**config.mk**
```make
export PLATFORM = sky130hd
export DESIGN_NAME = env_gen_flat
export DESIGN_NICKNAME = d
export VERILOG_FILES = /design/src/rtl/env_gen_if.sv /design/src/rtl/env_gen.sv /design/src/flat_wrapper.sv
export SDC_FILE = /design/constraint.sdc
export NUM_CORES = 1
export LEC_CHECK = 0
export CORE_UTILIZATION = 35
export DETAILED_ROUTE_END_ITERATION = 10
export SKIP_CTS_REPAIR_TIMING = 1
export SLEW_MARGIN = 30
export SYNTH_ARGS = -nofsm -noshare
export SYNTH_HDL_FRONTEND = slang
export SYNTH_SLANG_ARGS = --single-unit
```
**constraint.sdc**
```tcl
create_clock -name clk -period 5.1 [get_ports clk]
set_input_delay 1.02 -clock clk [delete_from_list [all_inputs] [get_ports clk]]
set_output_delay 1.02 -clock clk [all_outputs]
set_load 0.03 [all_outputs]
```
**src/rtl/env_gen_if.sv**
```systemverilog
// Voice-side bus for env_gen: control/ADSR registers and waveform in,
// envelope level, scaled sample and phase out.
interface env_gen_if;
  logic [7:0]  control;
  logic [7:0]  ad;
  logic [7:0]  sr;
  logic [11:0] waveIn;
  logic [7:0]  envOut;
  logic [11:0] ampOut;
  logic [1:0]  stateOut;

  modport master (
    output control, ad, sr, waveIn,
    input  envOut, ampOut, stateOut
  );

  modport slave (
    input  control, ad, sr, waveIn,
    output envOut, ampOut, stateOut
  );
endinterface

```
**src/rtl/env_gen.sv**
```systemverilog
// SID voice ADSR envelope generator and amplitude stage.
// Optional macro ENV_EXP_DECAY_EN enables the exponential decay/release divider.
module env_gen #(
  parameter int RATE_W = 15
) (
  input logic      clk,
  input logic      rst,
  env_gen_if.slave bus
);

  typedef enum logic [1:0] {
    ST_RELEASE = 2'd0,
    ST_ATTACK  = 2'd1,
    ST_DECAY   = 2'd2
  } state_t;

  state_t              state_r;
  logic [7:0]          env_r;
  logic [11:0]         amp_r;
  logic [RATE_W-1:0]   rate_cnt_r;
  logic                gate_prev_r;

  logic                gate_s;
  logic                rise_s;
  logic                fall_s;
  logic [3:0]          rate_idx_s;
  logic [RATE_W-1:0]   period_s;
  logic                tick_s;
  logic                exp_hit_s;
  logic                step_s;
  logic [7:0]          sustain_s;
  logic [19:0]         prod_s;
  logic                unused_s;

  function automatic logic [RATE_W-1:0] rate_period(input logic [3:0] idx);
    case (idx)
      4'd0:    rate_period = RATE_W'(9);
      4'd1:    rate_period = RATE_W'(32);
      4'd2:    rate_period = RATE_W'(63);
      4'd3:    rate_period = RATE_W'(95);
      4'd4:    rate_period = RATE_W'(149);
      4'd5:    rate_period = RATE_W'(220);
      4'd6:    rate_period = RATE_W'(267);
      4'd7:    rate_period = RATE_W'(313);
      4'd8:    rate_period = RATE_W'(392);
      4'd9:    rate_period = RATE_W'(977);
      4'd10:   rate_period = RATE_W'(1954);
      4'd11:   rate_period = RATE_W'(3126);
      4'd12:   rate_period = RATE_W'(3907);
      4'd13:   rate_period = RATE_W'(11720);
      4'd14:   rate_period = RATE_W'(19532);
      default: rate_period = RATE_W'(31251);
    endcase
  endfunction

  assign gate_s    = bus.control[0];
  assign rise_s    = gate_s & ~gate_prev_r;
  assign fall_s    = ~gate_s & gate_prev_r;
  assign sustain_s = {bus.sr[7:4], bus.sr[7:4]};
  assign prod_s    = 20'(bus.waveIn) * 20'(env_r);
  assign unused_s  = ^{bus.control[7:1], prod_s[7:0]};

  // Rate index follows the current phase.
  always_comb begin
    case (state_r)
      ST_ATTACK: rate_idx_s = bus.ad[7:4];
      ST_DECAY:  rate_idx_s = bus.ad[3:0];
      default:   rate_idx_s = bus.sr[3:0];
    endcase
  end

  assign period_s = rate_period(rate_idx_s);
  // >= rather than == so a period shortened mid-count fires at once.
  assign tick_s   = (rate_cnt_r >= (period_s - RATE_W'(1)));

`ifdef ENV_EXP_DECAY_EN
  logic [4:0] exp_cnt_r;
  logic [4:0] exp_div_s;

  // Piecewise divisor approximating an exponential fall-off.
  always_comb begin
    if (env_r > 8'd93) begin
      exp_div_s = 5'd1;
    end else if (env_r > 8'd54) begin
      exp_div_s = 5'd2;
    end else if (env_r > 8'd26) begin
      exp_div_s = 5'd4;
    end else if (env_r > 8'd14) begin
      exp_div_s = 5'd8;
    end else if (env_r > 8'd6) begin
      exp_div_s = 5'd16;
    end else begin
      exp_div_s = 5'd30;
    end
  end

  assign exp_hit_s = (exp_cnt_r >= (exp_div_s - 5'd1));
`else
  assign exp_hit_s = 1'b1;
`endif

  assign step_s = tick_s & ((state_r == ST_ATTACK) | exp_hit_s);

  // Envelope state machine, rate/exp counters and amplitude register.
  always_ff @(posedge clk) begin
    if (!rst) begin
      state_r     <= ST_RELEASE;
      env_r       <= 8'd0;
      amp_r       <= 12'd0;
      rate_cnt_r  <= '0;
      gate_prev_r <= 1'b0;
`ifdef ENV_EXP_DECAY_EN
      exp_cnt_r   <= 5'd0;
`endif
    end else begin
      gate_prev_r <= gate_s;
      amp_r       <= prod_s[19:8];
      if (rise_s) begin
        state_r    <= ST_ATTACK;
        rate_cnt_r <= '0;
`ifdef ENV_EXP_DECAY_EN
        exp_cnt_r  <= 5'd0;
`endif
      end else if (fall_s) begin
        state_r    <= ST_RELEASE;
        rate_cnt_r <= '0;
      end else begin
        if (tick_s) begin
          rate_cnt_r <= '0;
        end else begin
          rate_cnt_r <= rate_cnt_r + RATE_W'(1);
        end
`ifdef ENV_EXP_DECAY_EN
        if (tick_s && (state_r != ST_ATTACK)) begin
          exp_cnt_r <= exp_hit_s ? 5'd0 : (exp_cnt_r + 5'd1);
        end
`endif
        if (step_s) begin
          case (state_r)
            ST_ATTACK: begin
              if (env_r != 8'd255) begin
                env_r <= env_r + 8'd1;
              end
              if (env_r >= 8'd254) begin
                state_r <= ST_DECAY;
              end
            end
            ST_DECAY: begin
              if (env_r > sustain_s) begin
                env_r <= env_r - 8'd1;
              end
            end
            default: begin
              if (env_r != 8'd0) begin
                env_r <= env_r - 8'd1;
              end
            end
          endcase
        end
      end
    end
  end

  assign bus.envOut   = env_r;
  assign bus.ampOut   = amp_r;
  assign bus.stateOut = state_r;

endmodule
```
**src/flat_wrapper.sv**
```systemverilog
// flat-port wrapper written by rule: the top's interface ports become plain ports
module env_gen_flat 
#(
  parameter int RATE_W = 15
)
  (clk, rst, bus_control, bus_ad, bus_sr, bus_waveIn, bus_envOut, bus_ampOut, bus_stateOut);
  env_gen_if bus_i ();
  input logic clk;
  input logic rst;
  input wire logic [$bits(bus_i.control)-1:0] bus_control;
  input wire logic [$bits(bus_i.ad)-1:0] bus_ad;
  input wire logic [$bits(bus_i.sr)-1:0] bus_sr;
  input wire logic [$bits(bus_i.waveIn)-1:0] bus_waveIn;
  output wire logic [$bits(bus_i.envOut)-1:0] bus_envOut;
  output wire logic [$bits(bus_i.ampOut)-1:0] bus_ampOut;
  output wire logic [$bits(bus_i.stateOut)-1:0] bus_stateOut;
  assign bus_i.control = bus_control;
  assign bus_i.ad = bus_ad;
  assign bus_i.sr = bus_sr;
  assign bus_i.waveIn = bus_waveIn;
  assign bus_envOut = bus_i.envOut;
  assign bus_ampOut = bus_i.ampOut;
  assign bus_stateOut = bus_i.stateOut;
  env_gen #(.RATE_W(RATE_W)) u_core (.clk(clk), .rst(rst), .bus(bus_i));
endmodule
```
Word-level counts from Yosys, hierarchy flattened

Memory sizes are Yosys's and may differ from the RTL's.
Cells that the tools add are included.
W data, S select, Z words.

Add/sub/neg operators: 4
$mul: 1
Magnitude comparators: 3
Eq/ne operators: 5
Multiplexer cells: 10
Bitwise logic cells: 7
Reduce and logical (&&, ||, !) cells: 10

Operators with widths:

| kind                    | number |
|---|---|
| $mux W8                 | 3 |
| $mul A12 B8 Y20         | 1 |
| $pmux W8 S2             | 1 |
| $add A15 B1 Y15 const B | 1 |
| $ge A15 B15 Y1          | 1 |
| $sub A15 B1 Y15 const B | 1 |
| $reduce_bool A3 Y1      | 4 |
| $add A8 B1 Y8 const B   | 1 |
| $ge A8 B8 Y1 const B    | 1 |
| $gt A8 B8 Y1            | 1 |
| $ne A8 B8 Y1 const B    | 1 |
| $pmux W4 S2             | 1 |
| $reduce_bool A8 Y1      | 1 |
| $sub A8 B1 Y8 const B   | 1 |
| $reduce_and A3 Y1       | 2 |
| $reduce_and A6 Y1       | 1 |
| $mux W1                 | 5 |
| $not A1 Y1              | 5 |
| $reduce_or A4 Y1        | 1 |
| $reduce_or A3 Y1        | 1 |
| $and A1 B1 Y1           | 2 |
| $eq A2 B1 Y1 const B    | 1 |
| $eq A2 B2 Y1 const B    | 1 |
| $ne A2 B1 Y1 const B    | 1 |
| $ne A2 B2 Y1 const B    | 1 |

Register bits after elaboration: 38
Memory bits (read-only): 240
Logic and storage cells: 47
Memories kept: 1

Memory list:

| name             | depth | bits a word | read ports | clocked after Yosys merged registers in | write ports | RTL line      | source |
|---|---|---|---|---|---|---|---|
| (name not given) | 16    | 15          | 1          | 0                                       | 0           | env_gen.sv:36 | `case (idx)` |

Depth between registers and ports, before layout

An unclocked memory read counts as a cell.

Word-level depth: 8
Gate-level depth with buffers: 25
Depth with buffers taken out: 22

Worst setup path after synthesis

No wires, ideal clock.

Path type: register to register
From: reg u_core.state_r[0] (netlist: u_core.bus.stateOut[0])
To: reg u_core.state_r[0] (netlist: u_core.bus.stateOut[0])
Data arrival time: 5.236 ns
Slack: -0.237 ns
Cell stages (with the launch flop): 24
Buffers on the path: 3
Clock period less this slack: 5.337 ns
Cell sequence: dfxtp_1 > inv_1 > ha_1 > buf_6 > buf_2 > mux2i_2 > inv_1 > ha_1 > and3_1 > o32a_1 > nor3_1 > ha_1 > inv_1 > a2111oi_4 > a21boi_2 > a32oi_1 > ha_1 > a21o_1 > a21o_1 > a21oi_1 > o211a_1 > clkbuf_1 > nor3_1 > o41ai_1

Word-level cells in the longest chain between the ends: 7
Elaborated cells between the ends (all ways): 9
Classes of those cells: add/sub: 1; order compare: 1; eq/ne: 2; mux: 1; reduce/logical: 3; memory: 1

Ends and longest elaborated chain:

| element                                             | RTL line       | source |
|---|---|---|
| from (decl)                                         | env_gen.sv:17  | `state_t state_r;` |
| from (signal assigned)                              | env_gen.sv:107 | `state_r <= ST_RELEASE;` |
| from (signal assigned)                              | env_gen.sv:119 | `state_r <= ST_ATTACK;` |
| from (signal assigned)                              | env_gen.sv:125 | `state_r <= ST_RELEASE;` |
| $eq A2 B2 Y1 / $eq A2 B1 Y1 (equally long branches) | --             |  |
| $pmux W4 S2                                         | env_gen.sv:65  | `case (state_r)` |
| $mem_v2 Z16 W15                                     | --             |  |
| $sub A15 B1 Y15                                     | env_gen.sv:74  | `assign tick_s = (rate_cnt_r >= (period_s - RATE_W'(1)));` |
| $ge A15 B15 Y1                                      | env_gen.sv:74  |  |
| $reduce_bool A3 Y1 (no line)                        | --             |  |
| $reduce_and A3 Y1 (no line) (*)                     | --             |  |

Every way passes the cells marked *; elsewhere a longest branch is shown, timed or not.
A chain may end at the register's enable or synchronous reset.

Final worst setup path

From: in bus_ad[3]
To: reg u_core.env_r[7] (netlist: u_core.bus.envOut[7])

Word-level cells in the longest chain between the ends: 5

Ends and longest elaborated chain:

| element                     | RTL line           | source |
|---|---|---|
| from (decl)                 | flat_wrapper.sv:11 | `input wire logic [$bits(bus_i.ad)-1:0] bus_ad;` |
| $pmux W4 S2                 | env_gen.sv:65      |  |
| $mem_v2 Z16 W15             | --                 |  |
| $sub A15 B1 Y15             | env_gen.sv:74      |  |
| $ge A15 B15 Y1              | env_gen.sv:74      |  |
| $reduce_and A6 Y1 (no line) | --                 |  |
| to (signal assigned)        | env_gen.sv:142     | `env_r <= env_r + 8'd1;` |
| to (signal assigned)        | env_gen.sv:150     | `env_r <= env_r - 8'd1;` |
| to (signal assigned)        | env_gen.sv:155     | `env_r <= env_r - 8'd1;` |
| to (decl)                   | env_gen.sv:18      | `logic [7:0] env_r;` |

No other way between the ends.

==> flow_summary.yaml <==
layout:
  multiInputGateArea_um2: 5130
  layout-drive-gt1-share_pct: 20.5
  fin_util_pct: 47.1
  finalNetCount: 1043
  register_area_um2: 762
  syn2layout_area_growth_pct: 31.9
  diodes: 0
  nFillCells: 1672
floorplanning:
  io_pins: 60
  start_util_pct: 35.7
  die_y_um: 135
  coreArea_um2: 17200
  chipWidth_um: 135
  rows: 48
  dieArea_um2: 18100
synthesis:
  syn_inst: 724
  synth.cell_area_um2: 6160
  yosysSeqAreaShare_pct: 12.4
  ys_types: 65
  synth_compound_area_share_pct: 17.3
  synthFlopType: "dfxtp_1"
  synth-edff-count: 0
  syn_area_per_cell_um2: 8.50
  yosys_warnings: 0
  async_reset_ff_share_pct: 0
  muxShareOfSynthArea_pct: 2.24
  synthAdderAreaFrac_pct: 35.6
  synthSimpleGateAreaFrac_pct: 20.5
  synth-xor-area-share_pct: 4.41
  syn_nets: 901
  synth_top_family_by_area: "adder cells"
  synth_seq_cells: 38
sta:
  fmax_ghz: 0.200
  setup_viol: 0
  holdWs_ns: 0.497
  fin_tns_setup_ns: 0
  hold_viol: 0
  period_needed_ns: 5.00
  worst_slew_pin_slew_ns: 0.616
  fin_skew_ns: 0.0126
  fin_crit_sh_pct: 97.9
  final_max_slew_viol_count: 0
  max_slew_margin_pct: 58.7
critical_path:
  path_cells: "clkdlybuf4s50_1 -> a22o_1 -> buf_6 -> nor2_2 -> o32a_1 -> nor3_2 -> ha_2 -> inv_2 -> a2111oi_4 -> a21boi_4 -> buf_6 -> a22oi_2 -> ha_1 -> o21a_1 -> o211ai_1 -> o211a_4 -> buf_12 -> or4_4 -> a21oi_2"
  crit_path_start_kind: "input pin"
  crit_buf_inv: 5
  worstSetupPathType: "input pin to flop"
  critical-path-top-delay-family: "compound AO/OA/AOI/OAI gates"
  cp.required_ns: 5.30
  slowest_stage: "or4_4"
  cp_common_cell: "buf_6"
  worstPathArrival_ns: 5.20
  critPathMaxStageDelay_ns: 0.53
  path_max_fanout: 6
  cp-end-kind: "flop"
place:
  gp_congestion: 0.858
  portBuffers: 52
  dp_hpwl_um: 12200
routing:
  viasPerCell: 5.03
  drt-pass1-iter-count: 5
  dr_total_vias: 5491
  wl_per_cell_um: 14.1
  ant_nets: 0
  drtIter0Drc: 296
  drcViolationCount: 0
  drt-total-wl_um: 15400
clocking:
  clk_pin_slew_ns: 0.06
  htree_levels: 2
  insertion_delay_ns: 0.28
  cts_sinks: 38
  tritoncts: "yes"
  cts_made_buffers: 5
  cts-root-buf: "clkbuf_16"
  cts_buffer_depth: 2
global_route:
  gr-total-overflow: 0
  grt_pass1_wl_um: 25200
  grtUsageTotal_pct: 17.1
  grt_pass1_vias: 5322
  antenna_found_initial: 0
  grt_max_degree: 19
power_and_ir_drop:
  leakagePower_nw: 3.98
  power.total_mw: 1.14
  p_per_area_nw_per_um2: 141
  ir_drop_mv: 0.128
worst_hold_path:
  holdCritPathClass: "flop to flop"
flow_run:
  cap_violations: 0
outcome:
  status: "complete, no violations"
-- Yosys cell counts, drive strengths merged (7+ instances only) --
| cell type | count | share of area (%) |
|---|---|---|
| a21o | 13 | 1.6 |
| a21oi | 36 | 2.9 |
| a221oi | 7 | 1.5 |
| and2 | 51 | 5.2 |
| and3 | 10 | 1.0 |
| buf | 8 | 1.3 |
| clkbuf | 21 | 1.3 |
| dfxtp | 38 | 12 |
| fa | 60 | 20 |
| ha | 79 | 16 |
| inv | 83 | 5.1 |
| mux2i | 10 | 1.7 |
| nand2 | 77 | 4.7 |
| nand2b | 7 | 0.71 |
| nand3 | 23 | 1.9 |
| nor2 | 41 | 2.7 |
| nor3 | 9 | 0.73 |
| o21ai | 18 | 1.5 |
| o31ai | 10 | 1.3 |
| or4 | 7 | 0.85 |
| xnor2 | 19 | 2.7 |
| xor2 | 12 | 1.7 |
-- worst paths after layout --
kind	startpoint	endpoint	slack, ns	cells past startpoint
hold reg to reg	u_core.rate_cnt_r[0]	u_core.rate_cnt_r[0]	0.50	1
setup / recovery	bus_ad[3]	u_core.bus.envOut[7]	0.10	19
setup reg to reg	u_core.bus.stateOut[0]	u_core.bus.envOut[7]	0.20	22
hold / removal	u_core.rate_cnt_r[0]	u_core.rate_cnt_r[0]	0.50	1
-- cell usage in the layout (no fill, tap or decap), types with 8 or more instances in the layout --
cell type	synthesis	layout
fa_1	60	57
buf_4	0	103
ha_1	79	74
mux2i_1	9	8
clkdlybuf4s50_1	0	35
o21ai_0	16	14
a21oi_1	36	29
buf_6	6	8
xor2_1	12	12
dfxtp_1	38	37
dlymetal6s2s_1	0	14
nand3_1	23	22
a21o_1	13	13
o31ai_1	9	8
and2_1	51	50
inv_1	81	79
nor2_1	39	38
xnor2_1	19	19
and3_1	10	9
nand2_1	77	77
-- layout make-up --
type                    count  area share, %
clock buffers               6           1.71
clock inverters             2          0.740
inverters                  84           3.91
multi-input cells         573           63.2
flip-flops and latches     38           9.39
well taps                 225           3.47
repair buffers            164           17.5
-- flip-flops by register name, summed over array words and instances (netlist names) --
register	cells
u_core.bus.envOut	8
u_core.rate_cnt_r	15
u_core.gate_prev_r	1
u_core.bus.ampOut	12
u_core.bus.stateOut	2
-- through the flow --
step	cell area, µm²	cells	setup WS, ns
after CTS	7780	1081	-0.400
after global placement	7580	1073	-0.635
after floorplan	6180	724	0.0476
final	8120	1092	0.105
after global routing	8120	1092	-0.0734
after detailed placement	7580	1073	-0.640
-- power breakdown --
group	switching, mW	internal (mW)	total, mW
Sequential	0.00254	0.300	0.302
Clock	0.118	0.294	0.412
Combinational	0.215	0.213	0.428
Total	0.336	0.807	1.14
-- kinds of logic (layout without fill, tap and decap cells) --
group / Yosys count / in the layout
muxes: 13 / 13
adders and majority gates: 139 / 139
and+or+nand+nor: 249 / 249
buffers and inverters: 113 / 256
DFF: 38 / 38
AOI/OAI and AO/OA: 141 / 141
xor gates and xnor gates: 31 / 31
-- metal layers --
layer	vias up	global-route usage [%]	share of wire, %
met4	0	3.18	0.75
met1	2622	23.5	48
met5	-	0	0
met2	102	29.4	48
li1	2756	-	-
met3	11	1.58	3.1
(Power assumes the default switching activity.)
